[src/rtl/sc_regserial_pkg.sv]
// -----------------------------------------------------------------------------
// sc_regserial_pkg
// Shared definitions for the register serial transmitter slice:
//   - regSerialState_t : FSM state encodings (IDLE / SHIFT / DONE)
//   - RegSERIAL_IDLE_LEVEL : level driven on the serial line when not shifting
//   - regSerialCntWidth() : counter width helper, never returns less than 1
// -----------------------------------------------------------------------------
package sc_regserial_pkg;

    typedef enum logic [1:0] {
        IDLE  = 2'd0,
        SHIFT = 2'd1,
        DONE  = 2'd2
    } regSerialState_t;

    localparam logic RegSERIAL_IDLE_LEVEL = 1'b0;

    // Bits needed to hold values 0..n-1; a 1-value counter still gets one bit
    // so that every counter has a real declared range.
    function automatic int regSerialCntWidth(input int n);
        return (n <= 1) ? 1 : $clog2(n);
    endfunction

endpackage

[src/rtl/sc_regserial_tx_tick.sv]
// -----------------------------------------------------------------------------
// sc_regserial_tick
// Bit-period divider. While enabled it counts clock cycles and raises a
// one-cycle tick on the last cycle of every RegSERIAL_CLKS_PER_BIT period.
// With RegSERIAL_CLKS_PER_BIT = 1 the counter stays at zero, so the tick is
// asserted on every enabled cycle.
//
// Ports:
//   SC_RegGENERAL_CLOCK_50          clock, rising edge
//   SC_RegGENERAL_RESET_InHigh      asynchronous active-high reset
//   SC_RegSERIAL_tickClear_InHigh   synchronous restart of the bit period
//   SC_RegSERIAL_tickEnable_InHigh  count enable (frame being shifted)
//   SC_RegSERIAL_tick_Out           end-of-bit-period strobe
// -----------------------------------------------------------------------------
module sc_regserial_tick
    import sc_regserial_pkg::*;
#(
    parameter int RegSERIAL_CLKS_PER_BIT = 4
) (
    input  logic SC_RegGENERAL_CLOCK_50,
    input  logic SC_RegGENERAL_RESET_InHigh,
    input  logic SC_RegSERIAL_tickClear_InHigh,
    input  logic SC_RegSERIAL_tickEnable_InHigh,
    output logic SC_RegSERIAL_tick_Out
);

    localparam int               CLK_CNT_W = regSerialCntWidth(RegSERIAL_CLKS_PER_BIT);
    localparam logic [CLK_CNT_W-1:0] CLK_LAST = CLK_CNT_W'(RegSERIAL_CLKS_PER_BIT - 1);

    logic [CLK_CNT_W-1:0] clkCntReg;
    logic [CLK_CNT_W-1:0] clkCntNext;

    always_comb begin
        clkCntNext = clkCntReg;
        if (SC_RegSERIAL_tickClear_InHigh) begin
            clkCntNext = '0;
        end else if (SC_RegSERIAL_tickEnable_InHigh) begin
            if (clkCntReg == CLK_LAST) begin
                clkCntNext = '0;
            end else begin
                clkCntNext = clkCntReg + CLK_CNT_W'(1);
            end
        end
    end

    always_ff @(posedge SC_RegGENERAL_CLOCK_50 or posedge SC_RegGENERAL_RESET_InHigh) begin
        if (SC_RegGENERAL_RESET_InHigh) begin
            clkCntReg <= '0;
        end else begin
            clkCntReg <= clkCntNext;
        end
    end

    assign SC_RegSERIAL_tick_Out = SC_RegSERIAL_tickEnable_InHigh && (clkCntReg == CLK_LAST);

endmodule

[src/rtl/sc_regserial_tx.sv]
// -----------------------------------------------------------------------------
// sc_regserial_tx
// Parallel-in, serial-out transmitter. On an accepted start the word on
// SC_RegSERIAL_data_InBUS is captured and shifted out MSB-first, each bit held
// for RegSERIAL_CLKS_PER_BIT cycles, followed by a one-cycle done pulse.
//
// Optional feature: define SC_REGSERIAL_TX_PARITY_EN to append one even-parity
// bit (XOR of the captured word) after the data bits.
//
// Ports:
//   SC_RegGENERAL_CLOCK_50       clock, rising edge
//   SC_RegGENERAL_RESET_InHigh   asynchronous active-high reset
//   SC_RegSERIAL_start_InHigh    request to send; accepted only while ready
//   SC_RegSERIAL_clear_InHigh    synchronous abort to IDLE (beats start)
//   SC_RegSERIAL_data_InBUS      word to send, sampled on accepted start
//   SC_RegSERIAL_serial_Out      serial line, 0 when not shifting
//   SC_RegSERIAL_ready_Out       high in IDLE
//   SC_RegSERIAL_busy_Out        high in SHIFT
//   SC_RegSERIAL_done_Out        one-cycle pulse after the last bit
// -----------------------------------------------------------------------------
module sc_regserial_tx
    import sc_regserial_pkg::*;
#(
    parameter int RegSERIAL_DATAWIDTH    = 8,
    parameter int RegSERIAL_CLKS_PER_BIT = 4
) (
    input  logic                           SC_RegGENERAL_CLOCK_50,
    input  logic                           SC_RegGENERAL_RESET_InHigh,
    input  logic                           SC_RegSERIAL_start_InHigh,
    input  logic                           SC_RegSERIAL_clear_InHigh,
    input  logic [RegSERIAL_DATAWIDTH-1:0] SC_RegSERIAL_data_InBUS,
    output logic                           SC_RegSERIAL_serial_Out,
    output logic                           SC_RegSERIAL_ready_Out,
    output logic                           SC_RegSERIAL_busy_Out,
    output logic                           SC_RegSERIAL_done_Out
);

`ifdef SC_REGSERIAL_TX_PARITY_EN
    localparam int FRAME_BITS = RegSERIAL_DATAWIDTH + 1;
`else
    localparam int FRAME_BITS = RegSERIAL_DATAWIDTH;
`endif

    localparam int                   BIT_CNT_W = regSerialCntWidth(RegSERIAL_DATAWIDTH + 1);
    localparam logic [BIT_CNT_W-1:0] BIT_LAST  = BIT_CNT_W'(FRAME_BITS - 1);

    regSerialState_t       stateReg;
    regSerialState_t       stateNext;
    logic [FRAME_BITS-1:0] shiftReg;
    logic [FRAME_BITS-1:0] shiftNext;
    logic [FRAME_BITS-1:0] frameLoad;
    logic [BIT_CNT_W-1:0]  bitCntReg;
    logic [BIT_CNT_W-1:0]  bitCntNext;
    logic                  accept;
    logic                  lastBit;
    logic                  bitTick;

    // Parity is taken from the word at capture, so later bus changes cannot
    // disturb it.
`ifdef SC_REGSERIAL_TX_PARITY_EN
    assign frameLoad = {SC_RegSERIAL_data_InBUS, ^SC_RegSERIAL_data_InBUS};
`else
    assign frameLoad = SC_RegSERIAL_data_InBUS;
`endif

    assign accept  = (stateReg == IDLE) && SC_RegSERIAL_start_InHigh && !SC_RegSERIAL_clear_InHigh;
    assign lastBit = (bitCntReg == BIT_LAST);

    // The bit period restarts on every accepted start so the first bit gets a
    // full period, and on abort so the next frame starts clean.
    sc_regserial_tick #(
        .RegSERIAL_CLKS_PER_BIT(RegSERIAL_CLKS_PER_BIT)
    ) u_tick (
        .SC_RegGENERAL_CLOCK_50        (SC_RegGENERAL_CLOCK_50),
        .SC_RegGENERAL_RESET_InHigh    (SC_RegGENERAL_RESET_InHigh),
        .SC_RegSERIAL_tickClear_InHigh (SC_RegSERIAL_clear_InHigh || accept),
        .SC_RegSERIAL_tickEnable_InHigh(stateReg == SHIFT),
        .SC_RegSERIAL_tick_Out         (bitTick)
    );

    // State register
    always_ff @(posedge SC_RegGENERAL_CLOCK_50 or posedge SC_RegGENERAL_RESET_InHigh) begin
        if (SC_RegGENERAL_RESET_InHigh) begin
            stateReg  <= IDLE;
            shiftReg  <= '0;
            bitCntReg <= '0;
        end else begin
            stateReg  <= stateNext;
            shiftReg  <= shiftNext;
            bitCntReg <= bitCntNext;
        end
    end

    // Next-state logic
    always_comb begin
        stateNext = stateReg;
        if (SC_RegSERIAL_clear_InHigh) begin
            stateNext = IDLE;
        end else begin
            case (stateReg)
                IDLE:    if (SC_RegSERIAL_start_InHigh) stateNext = SHIFT;
                SHIFT:   if (bitTick && lastBit) stateNext = DONE;
                DONE:    stateNext = IDLE;
                default: stateNext = IDLE;
            endcase
        end
    end

    // Shift register and bit counter; the final bit is not shifted because
    // the line is forced idle in DONE anyway.
    always_comb begin
        shiftNext  = shiftReg;
        bitCntNext = bitCntReg;
        if (SC_RegSERIAL_clear_InHigh) begin
            shiftNext  = '0;
            bitCntNext = '0;
        end else if (accept) begin
            shiftNext  = frameLoad;
            bitCntNext = '0;
        end else if ((stateReg == SHIFT) && bitTick && !lastBit) begin
            shiftNext  = shiftReg << 1;
            bitCntNext = bitCntReg + BIT_CNT_W'(1);
        end
    end

    // Outputs decoded from registered state only
    always_comb begin
        SC_RegSERIAL_serial_Out = RegSERIAL_IDLE_LEVEL;
        SC_RegSERIAL_ready_Out  = 1'b0;
        SC_RegSERIAL_busy_Out   = 1'b0;
        SC_RegSERIAL_done_Out   = 1'b0;
        case (stateReg)
            IDLE:  SC_RegSERIAL_ready_Out = 1'b1;
            SHIFT: begin
                SC_RegSERIAL_busy_Out   = 1'b1;
                SC_RegSERIAL_serial_Out = shiftReg[FRAME_BITS-1];
            end
            DONE:  SC_RegSERIAL_done_Out = 1'b1;
            default: ;
        endcase
    end

endmodule

[config.mk]
export PLATFORM = sky130hd
export DESIGN_NAME = sc_regserial_tx
export DESIGN_NICKNAME = d
export VERILOG_FILES = /design/src/rtl/sc_regserial_pkg.sv /design/src/rtl/sc_regserial_tx_tick.sv /design/src/rtl/sc_regserial_tx.sv
export SDC_FILE = /design/constraint.sdc
export NUM_CORES = 1
export LEC_CHECK = 0
export CORE_UTILIZATION = 44
export DETAILED_ROUTE_END_ITERATION = 8
export GPL_TIMING_DRIVEN = 0
export HOLD_SLACK_MARGIN = 0.02
export PLACE_DENSITY = 0.72
export SYNTH_ARGS = -nofsm -noshare
export SYNTH_HDL_FRONTEND = slang
export SYNTH_SLANG_ARGS = --single-unit
[constraint.sdc]
create_clock -name SC_RegGENERAL_CLOCK_50 -period 1.7 [get_ports SC_RegGENERAL_CLOCK_50]
set_clock_uncertainty 0.2 [all_clocks]
set_input_delay 0.255 -clock SC_RegGENERAL_CLOCK_50 [delete_from_list [all_inputs] [get_ports SC_RegGENERAL_CLOCK_50]]
set_output_delay 0.255 -clock SC_RegGENERAL_CLOCK_50 [all_outputs]
set_load 0.02 [all_outputs]
* Yosys cells after proc, flatten, opt, wreduce, memory -nomap -nowiden
Index checks and enable logic that the tools add are counted.
** Operators by class
- $add $sub $neg :: 2
- Eq/ne operators :: 6
- Muxes and demuxes :: 17
- Reductions and logical operators :: 13
** Operators by type and width (count)
- 2-to-1 mux 8 bit :: 3
- 2-to-1 mux 2 bit :: 6
- 2-to-1 mux 4 bit :: 3
- logical AND 1 bit :: 6
- != test 3 bit (second input constant) :: 2
- adder 4 x 1 -> 4 bit (second input constant) :: 1
- == test 2 bit (second input constant) :: 2
- == test 4 x 3 -> 1 bit (second input constant) :: 1
- 2-to-1 mux 1 bit :: 4
- case mux 2 bit (2 select lines) :: 1
- nonzero test 3 bit :: 1
- adder 2 x 1 -> 2 bit (second input constant) :: 1
- == test 2 x 1 -> 1 bit (second input constant) :: 1
- logical NOT 1 bit :: 2
- logical NOT 2 bit :: 1
- AND reduction 2 bit :: 1
- nonzero test 2 bit :: 1
- logical OR 1 bit :: 1
** Storage, ports and cells
- Register bits :: 16
- Bits of input ports :: 12
- Output and inout bits :: 4
- Logic and storage cells :: 42

* Longest topological paths before layout
Gate-level depths: netlist of run 1.
- Depth in word-level cells :: 7
- Mapped depth :: 5

* By module
From an unflattened synthesis of run 1, not the netlist that was laid out.
** Unflattened totals
- Cell total of the unflattened synthesis :: 92
- Area, all modules :: 949.7 sq um
** Modules (own cells, without submodules)
- sc_regserial_tx :: instances 1, cells each 82, area an instance 839.6 sq um, seq. area each 350.3 sq um
- sc_regserial_tick :: instances 1, cells each 10, area an instance 110.1 sq um, seq. area each 50.0 sq um

* Worst setup path after synthesis of run 1
OpenSTA, ideal clock, no wires.
- Path type :: register to register
- From :: reg bitCntReg[0]
- To :: reg bitCntReg[3]
- Library setup time :: 0.078 ns
- Data arrival time :: 1.413 ns
- Data required time :: 1.422 ns
- Path slack :: 0.010 ns
- Stages on the path, launching flop included :: 5
- Period minus slack after synthesis :: 1.690 ns
- Cell sequence :: dfrtp_1 > ha_1 > and3b_1 > or4_1 > a21oi_1
** On the way
- Cells in the longest elaborated chain, start to end :: 4
** Ends and longest elaborated chain
- start: declaration :: RTL line sc_regserial_tx.sv:52 : logic [BIT_CNT_W-1:0] bitCntReg;
- start signal: assignment :: RTL line sc_regserial_tx.sv:90 : bitCntReg <= bitCntNext;
- adder 4 x 1 -> 4 bit / == test 4 x 3 -> 1 bit (equally long branches) :: RTL line sc_regserial_tx.sv:122, sc_regserial_tx.sv:67
- 2-to-1 mux 4 bit / logical NOT 1 bit (equally long branches) :: RTL line sc_regserial_tx.sv:120 : end else if ((stateReg == SHIFT) && bitTick && !lastBit) begin
- 2-to-1 mux 4 bit / logical AND 1 bit (equally long branches) :: RTL line sc_regserial_tx.sv:117, sc_regserial_tx.sv:120
- 2-to-1 mux 4 bit / nonzero test 3 bit (equally long branches)
Parallel ways exist; a longest one is shown, timed or not. The select of a mux whose other input is x is not followed.
A chain may end at the register's enable or synchronous reset.

* Worst setup path in the final report of run 1
- From :: reg stateReg[1]
- To :: reg shiftReg[2]
** On the way
- Cells in the longest elaborated chain, start to end :: 5
** Ends and longest elaborated chain
- start: declaration :: RTL line sc_regserial_tx.sv:47 : regSerialState_t stateReg;
- start signal: assignment :: RTL line sc_regserial_tx.sv:88 : stateReg <= stateNext;
- == test 2 x 1 -> 1 bit / logical NOT 2 bit (equally long branches) :: RTL line sc_regserial_tx.sv:77, sc_regserial_tx.sv:120, sc_regserial_tx.sv:66
- logical AND 1 bit (on tied branches) :: RTL line sc_regserial_tx_tick.sv:54, sc_regserial_tx.sv:66
- logical AND 1 bit (on tied branches) :: RTL line sc_regserial_tx.sv:120, sc_regserial_tx.sv:66
- logical AND 1 bit / 2-to-1 mux 8 bit (equally long branches) :: RTL line sc_regserial_tx.sv:120, sc_regserial_tx.sv:117
- nonzero test 3 bit (no line) / 2-to-1 mux 8 bit (equally long branches)
- end signal: assignment :: RTL line sc_regserial_tx.sv:89 : shiftReg <= shiftNext;
- end: declaration :: RTL line sc_regserial_tx.sv:49 : logic [FRAME_BITS-1:0] shiftReg;
Parallel ways exist; a longest one is shown, timed or not.

==> results of run 1 <==
-- final cells by class --
cell class | count | area [um^2]
multi-input cells | 59 | 527
inverters | 4 | 17.5
flip-flops and latches | 16 | 403
well taps | 25 | 31.3
repair buffers | 28 | 258
fillers | 116 | 457
plain buffers | 3 | 30.0
clock buffers | 3 | 22.5
-- cells by family after synthesis --
group                      Yosys count  synth area share
adders and majority gates            2            0.0305
and+or+nand+nor                     31             0.209
AOI/OAI and AO/OA                   26             0.238
buffers and inverters                7            0.0351
DFF                                 16             0.488
-- sequential cells by signal, summed over array words and instances (netlist names) --
register,flops
stateReg,2
bitCntReg,4
u_tick.clkCntReg,2
shiftReg,8
-- path summary, 6_finish.rpt --
path	startpoint	slack, ns	to
max	stateReg[1]	-0.07	shiftReg[2]
min	SC_RegGENERAL_RESET_InHigh	0.13	bitCntReg[1]
max reg2reg	stateReg[1]	-0.07	shiftReg[2]
min reg2reg	u_tick.clkCntReg[1]	0.34	u_tick.clkCntReg[1]
max in group asynchronous	SC_RegGENERAL_RESET_InHigh	0.75	stateReg[1]
min in group SC_RegGENERAL_CLOCK_50	SC_RegSERIAL_data_InBUS[0]	0.30	shiftReg[0]
-- routing by layer --
| layer | vias to the layer above | wire (um) |
|---|---|---|
| met5 | - | 0 |
| met4 | 0 | 34 |
| met3 | 4 | 58 |
| met2 | 17 | 1020 |
| met1 | 363 | 975 |
| li1 | 375 | - |
-- through the flow --
stage	cells	utilization	power, mW	setup TNS, ns	setup WS (ns)
finish	138	0.738	0.849	-0.407	-0.0678
global route	138	0.738	0.889	-0.993	-0.115
global placement	122	0.574	0.567	-3.74	-0.323
floorplan	82	-	0.509	0	0.00967
CTS	134	0.683	0.808	-0.179	-0.0390
detailed placement	122	0.574	0.569	-4.07	-0.332
-- power by group --
part | internal (mW) | switching (mW) | total, mW
Combinational | 0.122 | 0.0939 | 0.215
Sequential | 0.406 | 0.0245 | 0.430
Clock | 0.0823 | 0.121 | 0.203
Total | 0.610 | 0.240 | 0.849
-- Yosys cell counts (all sizes together) --
cell and n:
or3 2, or3b 2, o211ai 1, nor3 3
a2bb2oi 7, dfrtp 16, o21ai 4, or4 1
clkbuf 1, nand3b 1, and2b 1, and2 1
a31o 1, nor4b 1, and3b 1, o311ai 7
a21oi 5, nand2b 1, nand2 15, buf 2
nor2 1, nand3 1, inv 4, ha 2
a31oi 1
-- cell usage in the layout, fill, tap and decap left out, types with 2 or more instances in the layout --
cell,instances
o311ai_1,2
clkbuf_2,2
inv_1,3
buf_4,10
buf_6,6
dfrtp_1,14
a21oi_1,2
a2bb2oi_2,6
clkbuf_4,3
a21oi_2,3
clkdlybuf4s50_1,11
nand2_1,14
o21ai_0,3
o311ai_2,4
nor3_1,3
dfrtp_2,2
ha_2,2
-- timing repair --
| item | CTS | global route |
|---|---|---|
| pin swaps | 5 | 4 |
| buffers inserted | 9 | 4 |
| gates resized for setup | 43 | 20 |
| cloned | 0 | 0 |
| endpoints found under the setup margin | 16 | 19 |
-- critical path: cells and delay by family (launching register included) --
kind,cells,cell delay [ns]
compound gates,2,0.34
simple gates,1,0.23
buf+inv,3,0.47
flops,1,0.44
==> results.yml, run 1 <==
sta:
  slew_viol_final: 0
  fmax_ghz: 0.566
  finalCritPeriodShare: 1.04
  hold_violations: 0
  setup_viol: 11
  rsz0062_at_grt: "yes"
  tightest_slew_ns: 0.612
  setup_ws_ns: -0.0678
  slew_headroom: 0.592
  period_minus_slack_ns: 1.77
  worst_hold_slack_ns: 0.126
drt:
  routed_wl_um: 2090
  vias_per_cell: 5.50
  drc: 0
  drtIter0Drc: 18
  dr.pass1.iters: 4
  routed-via-count: 759
  ant_nets: 0
  routedWlPerCell_um: 15.1
power_and_ir_drop:
  ir_drop_uv: 602
  power.density_nw_per_um2: 659
  p_leak_nw: 0.523
grt:
  grt_pass1_vias: 669
  globalRouteMet2Util: 0.325
  grt_max_degree: 17
  met3_usage: 0.0520
  grt_usage: 0.225
  grt-busiest-layer: "met2"
  use_met1: 0.310
  grt_pass1_wl_um: 3150
  grt-ovfl-total: 0
  antenna_found_initial: 0
floorplan:
  die_y_um: 45.2
  core-area_um2: 1750
  die_area_um2: 2040
  ioPinCount: 16
  initial_utilization: 0.470
  dieWidth_um: 45.2
  rows: 15
cts:
  clk_latency_ns: 0.29
  clock_sinks: 16
  cts_hold_buf: 0
  root_buffer: "clkbuf_4"
  clkSlewWorstSetupHoldPaths_ns: 0.10
  cts_htree_levels: 1
  cts_made_buffers: 3
  cts_tree: "yes"
  clk_path_buf_depth: 2
yosys:
  netlist_instances: 82
  postSynthAreaPerCell_um2: 10.0
  yosysTopAreaCell: "dfrtp_1"
  ys_seq_area_frac: 0.488
  yosysWarnings: 0
  synth_area_um2: 821
  synth.distinct_cells: 27
  netlist_top_cells_area: "dfrtp_1 (49%), a2bb2oi_1 (7.5%), o311ai_0 (7.5%)"
  syn-num-nets: 96
  synth_top_area_share: 0.488
  ys_seq_elements: 16
placed_design:
  place_area_um2: 1000
  port_buffers: 15
  gp_congestion: 0.773
  dpl.hpwl_um: 1190
worst_setup_path:
  start_kind: "register"
  crit_fanout: 8
  r2r_cells: 6
  cp.arrival_ns: 1.78
  path_class: "register to register"
  crit_chain: "buf_6 > nand3b_1 > buf_4 > o211ai_4 > buf_12 > a2bb2oi_1"
  cpPeakStageDelay_ns: 0.44
  slowest_stage: "dfrtp_2"
  critPathCaptureType: "register"
  critPathRequiredTime_ns: 1.71
run_status:
  failed_checks: "negative setup slack"
  status: "finished with violations"
worst_hold_path:
  hp-class: "primary input to asynchronous set/reset pin"
finish:
  fin_nets: 129
  layout-drive-gt1-share: 0.469
  synthToLayoutAreaGrowth_pct: 57.0
  design_area_um2: 1290
  n_antenna_cell: 0
run:
  max_cap_violations: 0
No activity file was read; power rests on OpenSTA's default activity.
==> run 2: changes to the inputs <==
--- a/config.mk
+++ b/config.mk
@@ -9,7 +9,7 @@
 export DETAILED_ROUTE_END_ITERATION = 8
 export GPL_TIMING_DRIVEN = 0
 export HOLD_SLACK_MARGIN = 0.02
-export PLACE_DENSITY = 0.72
+export PLACE_DENSITY = 0.76
 export SYNTH_ARGS = -nofsm -noshare
 export SYNTH_HDL_FRONTEND = slang
 export SYNTH_SLANG_ARGS = --single-unit
==> run 2 against run 1 <==
  * Core utilization increased by 5.0 points
  * Via count increased by 6.2%
  * Cell area increased by 6.8%
  * Worst hold slack got worse by 0.019 ns
  * Register-to-register slack about the same
  * Critical path depth unchanged
  * Sequential power increased by 1%
  * The flow still finishes with violations (negative setup slack)
  * Worst setup slack improved by 0.013 ns
  * Global-route usage increased by 0.43 points
==> results.yml, run 2 (synthesis results as in run 1) <==
drt:
  drc: 0
  routed_wl_um: 2360
  routedWlPerCell_um: 16.4
  dr.pass1.iters: 4
  vias_per_cell: 5.60
  drtIter0Drc: 27
  ant_nets: 0
  routed-via-count: 806
run_status:
  status: "finished with violations"
  failed_checks: "negative setup slack"
sta:
  setup-tns-final_ns: -0.275
  hold_violations: 0
  period_minus_slack_ns: 1.76
  setup_viol: 9
  slew_viol_final: 0
  finalCritPeriodShare: 1.03
  tightest_slew_ns: 0.607
  setup_ws_ns: -0.0551
  slew_headroom: 0.595
  rsz0062_at_grt: "yes"
  fmax_ghz: 0.570
  worst_hold_slack_ns: 0.107
floorplan:
  dieWidth_um: 45.2
  initial_utilization: 0.470
  die_area_um2: 2040
  ioPinCount: 16
  rows: 15
  die_y_um: 45.2
  core-area_um2: 1750
cts:
  clk_path_buf_depth: 2
  clkSlewWorstSetupHoldPaths_ns: 0.10
  cts_hold_buf: 0
  cts_tree: "yes"
  clk_latency_ns: 0.31
  cts_htree_levels: 1
  root_buffer: "clkbuf_4"
  clock_sinks: 16
  cts_made_buffers: 3
power_and_ir_drop:
  p_leak_nw: 0.559
  power.density_nw_per_um2: 680
  ir_drop_uv: 590
  power_uw: 935
finish:
  largest-register: "shiftReg"
  final_common_cell: "buf_4"
  n_antenna_cell: 0
  synthToLayoutAreaGrowth_pct: 67.7
  fin_nets: 134
  most-common-layout-cells: "buf_4 (16), dfrtp_1 (15), nand2_1 (14)"
  largest_reg_flops: 8
  layout-drive-gt1-share: 0.496
  reg_top3: "shiftReg (8), bitCntReg (4)"
grt:
  grt_usage: 0.230
  grt_max_degree: 17
  grt_pass1_wl_um: 3300
  antenna_found_initial: 0
  grt-ovfl-total: 0
  grt_pass1_vias: 741
worst_setup_path:
  critPathCaptureType: "register"
  crit_fanout: 8
  path_class: "register to register"
  slowest_stage: "dfrtp_1"
  critPathBufInv: 3
  cp.depth: 6
  crit_top_cell: "buf_6"
  crit_chain: "buf_6 > or3b_4 > buf_6 > o211ai_4 > buf_12 > a2bb2oi_2"
  cp.arrival_ns: 1.79
  critPathRequiredTime_ns: 1.73
  r2r_cells: 6
  start_kind: "register"
  cpLargestDelayFamily: "buffers and inverters"
  cpPeakStageDelay_ns: 0.42
placed_design:
  place_ws_ns: -0.398
  gp_congestion: 0.791
  port_buffers: 15
  dpl.hpwl_um: 1200
run:
  max_cap_violations: 0
worst_hold_path:
  hp-class: "primary input to asynchronous set/reset pin"
-- run 2: where the power goes --
group | total (mW) | internal (mW) | switching, mW
logic | 0.237 | 0.135 | 0.101
registers | 0.436 | 0.406 | 0.0299
clock network | 0.263 | 0.131 | 0.132
-- run 2: per-stage QoR --
step / std cells / util / area [um^2]
6_report: 144 / 0.789 / 1380
5_1_grt: 144 / 0.789 / 1380
4_1_cts: 133 / 0.663 / 1160
3_5_place_dp: 122 / 0.574 / 1000
3_3_place_gp: 122 / 0.574 / 1000
2_1_floorplan: 82 / - / 821
-- run 2: area by class of cell --
cell class                      count  area [um^2]
Timing Repair Buffer               33          298
Clock buffer                        4         36.3
Tap cell                           25         31.3
Buffer                              3         30.0
Inverter                            4         21.3
Sequential cell                    16          402
Fill cell                          96          369
Multi-Input combinational cell     59          558
-- run 2: what timing repair did --
| action | 4_1_cts | 5_1_grt |
|---|---|---|
| pin swaps | 4 | 2 |
| endpoints found under the setup margin | 16 | 16 |
| setup buffers | 7 | 11 |
| resized for setup | 41 | 24 |
-- run 2: path summary, 6_finish.rpt --
check,startpoint,end,slack [ns]
hold / removal,SC_RegGENERAL_RESET_InHigh,shiftReg[3],0.11
min in group SC_RegGENERAL_CLOCK_50,SC_RegSERIAL_data_InBUS[2],shiftReg[2],0.29
max in group asynchronous,SC_RegGENERAL_RESET_InHigh,stateReg[0],0.75
setup / recovery,stateReg[1],shiftReg[7],-0.06
hold reg to reg,shiftReg[0],shiftReg[0],0.35
setup reg to reg,stateReg[1],shiftReg[7],-0.06
-- run 2: layer usage --
layer | share of wire | track usage | wire length [um]
met3 | 0.032 | 0.0640 | 76
met4 | 0.0072 | 0.0727 | 17
met5 | 0 | 0 | 0
met1 | 0.41 | 0.293 | 972
met2 | 0.55 | 0.377 | 1290
